**src/rtl/i2c_port_target.sv**
```systemverilog
// i2c_port_target: write-only I2C target that latches each received data byte
// onto an 8-bit parallel port, in the manner of a PCF8574 output expander.
module i2c_port_target #(
  parameter logic [6:0] TARGET_ADDR = 7'h27,
  parameter logic [7:0] PORT_RESET  = 8'hFF
) (
  input  logic       clk,
  input  logic       rst,
  input  logic       scl_in,
  input  logic       sda_in,
  output logic       sda_pull,
  output logic [7:0] port_out,
  output logic       byte_valid,
  output logic       addr_hit,
  output logic       busy
);

  typedef enum logic [2:0] {
    S_IDLE,
    S_ADDR,
    S_ADDR_ACK,
    S_DATA,
    S_DATA_ACK,
    S_IGNORE
  } state_t;

  state_t     state;
  logic       scl_m, scl_s, scl_p;
  logic       sda_m, sda_s, sda_p;
  logic [7:0] shift;
  logic [7:0] shift_nx;
  logic [2:0] bit_cnt;
  logic       start_det, stop_det, scl_rise, scl_fall;

  // Two-stage synchronisers plus a previous-sample stage for edge detection.
  always_ff @(posedge clk) begin
    if (rst) begin
      scl_m <= 1'b1;
      scl_s <= 1'b1;
      scl_p <= 1'b1;
      sda_m <= 1'b1;
      sda_s <= 1'b1;
      sda_p <= 1'b1;
    end else begin
      scl_m <= scl_in;
      scl_s <= scl_m;
      scl_p <= scl_s;
      sda_m <= sda_in;
      sda_s <= sda_m;
      sda_p <= sda_s;
    end
  end

  // Bus condition and clock edge decode.
  always_comb begin
    start_det = scl_s & scl_p & sda_p & ~sda_s;
    stop_det  = scl_s & scl_p & ~sda_p & sda_s;
    scl_rise  = scl_s & ~scl_p;
    scl_fall  = ~scl_s & scl_p;
    shift_nx  = {shift[6:0], sda_s};
  end

  // Protocol FSM; START/STOP take priority over SCL edge actions.
  always_ff @(posedge clk) begin
    if (rst) begin
      state      <= S_IDLE;
      shift      <= '0;
      bit_cnt    <= '0;
      sda_pull   <= 1'b0;
      port_out   <= PORT_RESET;
      byte_valid <= 1'b0;
      addr_hit   <= 1'b0;
      busy       <= 1'b0;
    end else begin
      byte_valid <= 1'b0;
      addr_hit   <= 1'b0;
      if (start_det) begin
        state    <= S_ADDR;
        bit_cnt  <= '0;
        sda_pull <= 1'b0;
      end else if (stop_det) begin
        state    <= S_IDLE;
        bit_cnt  <= '0;
        sda_pull <= 1'b0;
        busy     <= 1'b0;
      end else begin
        if (scl_rise) begin
          shift   <= shift_nx;
          bit_cnt <= bit_cnt + 3'd1;
        end
        case (state)
          S_ADDR: begin
            if (scl_rise && bit_cnt == 3'd7) begin
              if (shift_nx[7:1] == TARGET_ADDR && !shift_nx[0]) begin
                state    <= S_ADDR_ACK;
                addr_hit <= 1'b1;
                busy     <= 1'b1;
              end else begin
                state <= S_IGNORE;
              end
            end
          end
          S_ADDR_ACK, S_DATA_ACK: begin
            // First fall (end of bit 8) drives ACK, second fall (end of 9th clock) releases it.
            if (scl_fall) begin
              if (!sda_pull) begin
                sda_pull <= 1'b1;
              end else begin
                sda_pull <= 1'b0;
                bit_cnt  <= '0;
                state    <= S_DATA;
              end
            end
          end
          S_DATA: begin
            if (scl_rise && bit_cnt == 3'd7) begin
              port_out   <= shift_nx;
              byte_valid <= 1'b1;
              state      <= S_DATA_ACK;
            end
          end
          default: begin
            sda_pull <= 1'b0;
          end
        endcase
      end
    end
  end

endmodule

```
**config.mk**
```make
export PLATFORM = sky130hd
export DESIGN_NAME = i2c_port_target
export DESIGN_NICKNAME = d
export VERILOG_FILES = /design/src/rtl/i2c_port_target.sv
export SDC_FILE = /design/constraint.sdc
export NUM_CORES = 1
export LEC_CHECK = 0
export BUFFER_PORTS_ARGS = -buffer_cell sky130_fd_sc_hd__buf_2
export CAP_MARGIN = 20
export CORE_MARGIN = 1
export CORE_UTILIZATION = 50
export DETAILED_ROUTE_END_ITERATION = 10
export GPL_ROUTABILITY_DRIVEN = 0
export PLACE_DENSITY = 0.73
export SYNTH_ARGS = -nofsm -noshare
export SYNTH_HDL_FRONTEND = slang
export SYNTH_SLANG_ARGS = --single-unit
```
**constraint.sdc**
```tcl
create_clock -name clk -period 1.5 [get_ports clk]
set_input_delay 0.15 -clock clk [delete_from_list [all_inputs] [get_ports clk]]
set_output_delay 0.15 -clock clk [all_outputs]
set_load 0.1 [all_outputs]
```
# ---- Word level (Yosys, flattened, before mapping)
# Cells that the tools add are included.
dict set report word_totals {
  ff_bits 31
  latchBits 0
  mem_bits_rw 0
  romBits 0
  elab_cells 87
  memories 0
}
dict set report op_classes {
  add_sub_neg 1
  multipliers 0
  div_mod_pow 0
  magnitude_cmp 0
  eq_ne 14
  shifts 0
  mux 21
  bitwise 17
  n_reduce_logical 19
}
# operator count
set ops {}
lappend ops {{$mux W3} 9}
lappend ops {{$ne A4 B4 Y1 const B} 4}
lappend ops {{$mux W1} 10}
lappend ops {{$not A1 Y1} 10}
lappend ops {{$reduce_and A5 Y1} 2}
lappend ops {{$pmux W3 S3} 1}
lappend ops {{$ne A2 B2 Y1 const B} 4}
lappend ops {{$reduce_and A4 Y1} 2}
lappend ops {{$and A1 B1 Y1} 7}
lappend ops {{$eq A7 B6 Y1 const B} 1}
lappend ops {{$eq A3 B2 Y1 const B} 2}
lappend ops {{$eq A3 B3 Y1 const B} 2}
lappend ops {{$reduce_bool A2 Y1} 3}
lappend ops {{$reduce_bool A5 Y1} 1}
lappend ops {{$reduce_or A5 Y1} 1}
lappend ops {{$reduce_or A2 Y1} 2}
lappend ops {{$reduce_or A4 Y1} 1}
lappend ops {{$add A3 B1 Y3 const B} 1}
lappend ops {{$eq A3 B1 Y1 const B} 1}
lappend ops {{$reduce_and A3 Y1} 1}
lappend ops {{$reduce_bool A3 Y1} 1}
lappend ops {{$reduce_or A3 Y1} 1}
lappend ops {{$logic_and A1 B1 Y1} 2}
lappend ops {{$pmux W1 S2} 1}
lappend ops {{2 further kinds} 2}

# ---- Longest topological paths before layout
dict set report logic_depth {
  word_depth 7
  mapped_depth 7
}

# ---- Least setup slack after synthesis
# Ideal clock, no wire load.
dict set report synth_timing {
  path_type {register to register}
  from {register sda_pull}
  to {register state[2]}
  setup_ns 0.086
  arrival_time_ns 1.824
  required_time_ns 1.414
  slack_ns -0.410
  stages_incl_launch_ff 5
  path_buffers 0
  synth_period_minus_slack_ns 1.910
  path_cell_list {dfxtp_1 -> nand2b_1 -> o32ai_4 -> o211ai_2 -> a221oi_2}
}
dict set report synth_via {
  elab_chain_len 2
}
# item line_no
set synth_rtl {}
lappend synth_rtl {{start, declared} 11} ;# output logic sda_pull,
lappend synth_rtl {{start signal, assigned} 69} ;# sda_pull <= 1'b0;
lappend synth_rtl {{start signal, assigned} 80} ;# sda_pull <= 1'b0;
lappend synth_rtl {{start signal, assigned} 84} ;# sda_pull <= 1'b0;
lappend synth_rtl {{$ne A2 B2 Y1 (no source line)} -}
lappend synth_rtl {{$reduce_and A5 Y1 (no source line)} -}
lappend synth_rtl {{end signal, assigned} 66} ;# state <= S_IDLE;
lappend synth_rtl {{end signal, assigned} 78} ;# state <= S_ADDR;
lappend synth_rtl {{end signal, assigned} 82} ;# state <= S_IDLE;
lappend synth_rtl {{end, declared} 27} ;# state_t state;
# No other way between the ends.
# A chain may end at the register's enable or synchronous reset.

# ---- Final worst setup path
dict set report layout_timing {
  from {register bit_cnt[0]}
  to {register port_out[2]}
}
dict set report layout_via {
  elab_chain_len 3
}
# item line_no
set layout_rtl {}
lappend layout_rtl {{start, declared} 32} ;# logic [2:0] bit_cnt;
lappend layout_rtl {{start signal, assigned} 89} ;# bit_cnt <= bit_cnt + 3'd1;
lappend layout_rtl {{$eq A3 B3 Y1} 116} ;# if (scl_rise && bit_cnt == 3'd7) begin
lappend layout_rtl {{$logic_and A1 B1 Y1} 116}
lappend layout_rtl {{$reduce_and A4 Y1 (no source line)} -}
lappend layout_rtl {{end signal, assigned} 117} ;# port_out <= shift_nx;
lappend layout_rtl {{end, declared} 12} ;# output logic [7:0] port_out,
# No other way between the ends.

==> out/results.ini <==
[flow_run]
drv_cap = 0

[floorplanning]
die_area_mm2 = 0.00299
rows = 18
io_pins = 16
fp.dieH_um = 54.7
coreArea_mm2 = 0.00254
start_util_pct = 54.6
die_w_um = 54.7

[power_and_ir_drop]
ir_worst_vdd_uv = 628
p_per_area_mw_per_mm2 = 835
p_total_w = 0.00138
leakage_nw = 0.574

[synth]
syn_area_mm2 = 0.00139
synthCells = 150
ys_ff_latch = 31
synth.avg_cell_area_um2 = 9.27
synth_cell_type_count = 43
seq_area_frac_synth_pct = 44.6
synth_nets = 156
yosysWarnings = 0

[global_routing]
grtUsageMet2_pct = 37.6
grtUsageMet3_pct = 9.17
top_usage_layer = met2
overflow = 0
grt_pass1_vias = 1072
grt_usage_pct = 21.8
grt_start_max_net_pins = 25
antenna_found_initial = 0
grt_use_met1_pct = 22.1
grt_pass1_wl_um = 4440

[place]
portBuffers = 15
post_dp_cell_area_mm2 = 0.00152
hpwl_um = 1870
dp_slack_ns = -0.0373

[detailed_routing]
wirelength_um = 2830
drt_iter0_markers = 14
drc = 0
vias = 1130
drtAntennaViolNets = 0
first_pass_iters = 4
drt-wirelength-per-cell_um = 13.7
viasPerCell = 5.49

[worst_setup_path]
timing.rr.start = bit_cnt[0]
end_kind = flop
required_ns = 1.73
path_class = reg2reg
rr_endpoint = port_out[2]
rr_worst_depth = 5
critPathMaxFanout = 5
start_kind = flop
cp_data_arrival_time_ns = 1.71
rrSetupSlack_ns = 0.02

[cts]
cts.reportedPaths.clkPinSlew_ns = 0.10
cts_buffers = 5
cts_tree = built
clock_path_buffers = 2
root_buffer = clkbuf_4
cts.sinks = 31
clock_latency_ns = 0.34
cts_max_level = 2

[cells_and_area]
drive_gt1_share_pct = 28.4
area_growth_pct = 19.1
nFillCells = 217
fin_nets = 181
antennaDiodeCount = 0
fin_area_mm2 = 0.00166

[sta]
fin_crit_sh_pct = 98.9
skew_ns = 0.00709
max_freq_mhz = 674
finalSetupViolCount = 0
hold_viol = 0
slew_headroom_pct = 67.8
worst_pin_slew_ns = 0.486
finalCriticalPeriod_ns = 1.48
grt_setup_unrepaired = yes
tns_ns = 0
slew_violations = 0
setup_ws_ns = 0.0160

[hold_path]
holdPathEnd = sda_pull
hold_path.class = in2reg
hp-start = rst
worst_hold_path.num_cells = 4

[status]
status = complete, no violations

## per-layer routing
metal  vias to the layer above  part of all wire, %
li1                        569                    -
met1                       535                   44
met2                        21                   50
met3                         5                  4.9
met4                         0                  1.4
met5                         -                    0
## power breakdown
| part | internal, W | switching (W) | total, W |
|---|---|---|---|
| sequential | 0.000830 | 0.0000149 | 0.000845 |
| combinational | 0.0000308 | 0.0000337 | 0.0000645 |
| clock | 0.000182 | 0.000292 | 0.000474 |
## synth_stat cells
cell type | count | area, µm²
o22ai_1 | 1 | 6.26
and4bb_4 | 1 | 16.3
o32ai_4 | 1 | 27.5
xnor2_1 | 2 | 17.5
o32a_1 | 1 | 10.0
or2_1 | 7 | 43.8
clkbuf_1 | 3 | 11.3
o21bai_1 | 1 | 7.51
nor2_1 | 12 | 45.0
buf_2 | 2 | 10.0
ha_1 | 2 | 25.0
nor2b_1 | 2 | 12.5
a21oi_1 | 10 | 50.1
o211ai_2 | 1 | 12.5
a31oi_1 | 1 | 6.26
a41oi_1 | 1 | 8.76
a221oi_2 | 1 | 15.0
and4bb_2 | 1 | 12.5
o21ai_1 | 1 | 5.00
clkinv_1 | 1 | 3.75
nand4bb_1 | 1 | 11.3
and4_1 | 1 | 8.76
xnor2_2 | 1 | 16.3
nand2b_1 | 3 | 18.8
o21ai_0 | 1 | 5.00
o211a_1 | 1 | 10.0
nand2_1 | 22 | 82.6
a2bb2oi_1 | 1 | 8.76
nand3_1 | 3 | 15.0
a221oi_1 | 1 | 8.76
nor4_2 | 1 | 12.5
nand2b_2 | 1 | 8.76
a21o_1 | 1 | 7.51
dfxtp_1 | 31 | 621
o2111ai_1 | 1 | 8.76
nor3_1 | 2 | 10.0
inv_1 | 11 | 41.3
nand3_4 | 1 | 17.5
buf_6 | 3 | 33.8
a211o_1 | 8 | 70.1
and4bb_1 | 1 | 12.5
or2b_1 | 1 | 7.51
nor3b_1 | 1 | 7.51
## flip-flops by register name (all words and copies together), names as in the netlist, 3 cells and up
signal	cells
port_out	8
shift	7
bit_cnt	3
state	3
## layout make-up
type	count	area, µm²	share of cell area [%]
tap	30	37.5	2.27
clock buffer	6	41.3	2.49
clock inverter	2	11.3	0.680
multi-input combinational	101	741	44.7
inverter	12	45.0	2.72
sequential	31	632	38.2
timing repair buffer	24	148	8.92
## stage by stage
step,std cells,utilization [%],hold slack (ns)
3_3_place_gp,192,59.5,0.327
5_1_grt,206,65.0,0.256
2_1_floorplan,150,-,0.247
3_5_place_dp,192,59.5,0.330
6_report,206,65.0,0.215
4_1_cts,203,62.8,0.208
## worst max-delay path by stage
stage             endpoint        from  depth (start not counted)
6_report       port_out[2]  bit_cnt[0]                          5
3_3_place_gp   port_out[0]  bit_cnt[1]                          5
2_1_floorplan  port_out[0]  bit_cnt[1]                          6
5_1_grt        port_out[2]  bit_cnt[0]                          5
4_1_cts        port_out[2]  bit_cnt[0]                          5
3_5_place_dp   port_out[2]  bit_cnt[1]                          5
## cells by family after synthesis
| kind of cell | count (synthesis) | share of synthesized area (%) |
|---|---|---|
| adders and majority gates | 2 | 1.80 |
| AOI/OAI and AO/OA | 33 | 19.3 |
| xor gates and xnor gates | 3 | 2.43 |
| and+or+nand+nor | 61 | 24.7 |
| DFF | 31 | 44.6 |
| buffers and inverters | 20 | 7.20 |
## cells in the final DEF (no fill, tap or decap), drive strengths merged, types with 3 or more instances in the layout
| cell type | count |
|---|---|
| xnor2 | 3 |
| nand3 | 6 |
| nand2 | 22 |
| and4bb | 3 |
| buf | 22 |
| a211o | 8 |
| inv | 12 |
| clkbuf | 6 |
| nand2b | 4 |
| dfxtp | 31 |
| a21oi | 10 |
| or2 | 7 |
| nor2 | 12 |
## worst max-delay path, cell delays in order (launching register included)
cell,delay (ns)
dfxtp_4,0.37
ha_4,0.13
ha_4,0.12
and4bb_4,0.34
nand3_4,0.11
a211o_1,0.31
## repair_timing
item | CTS | global route
setup buffers | 0 | 2
gates cloned | 1 | 1
gates resized for setup | 1 | 8
pin swaps | 1 | 7
setup endpoints to repair | 10 | 11
hold buffers | 2 | 0
endpoints found under the hold margin | 2 | 0
(Power assumes the default switching activity.)
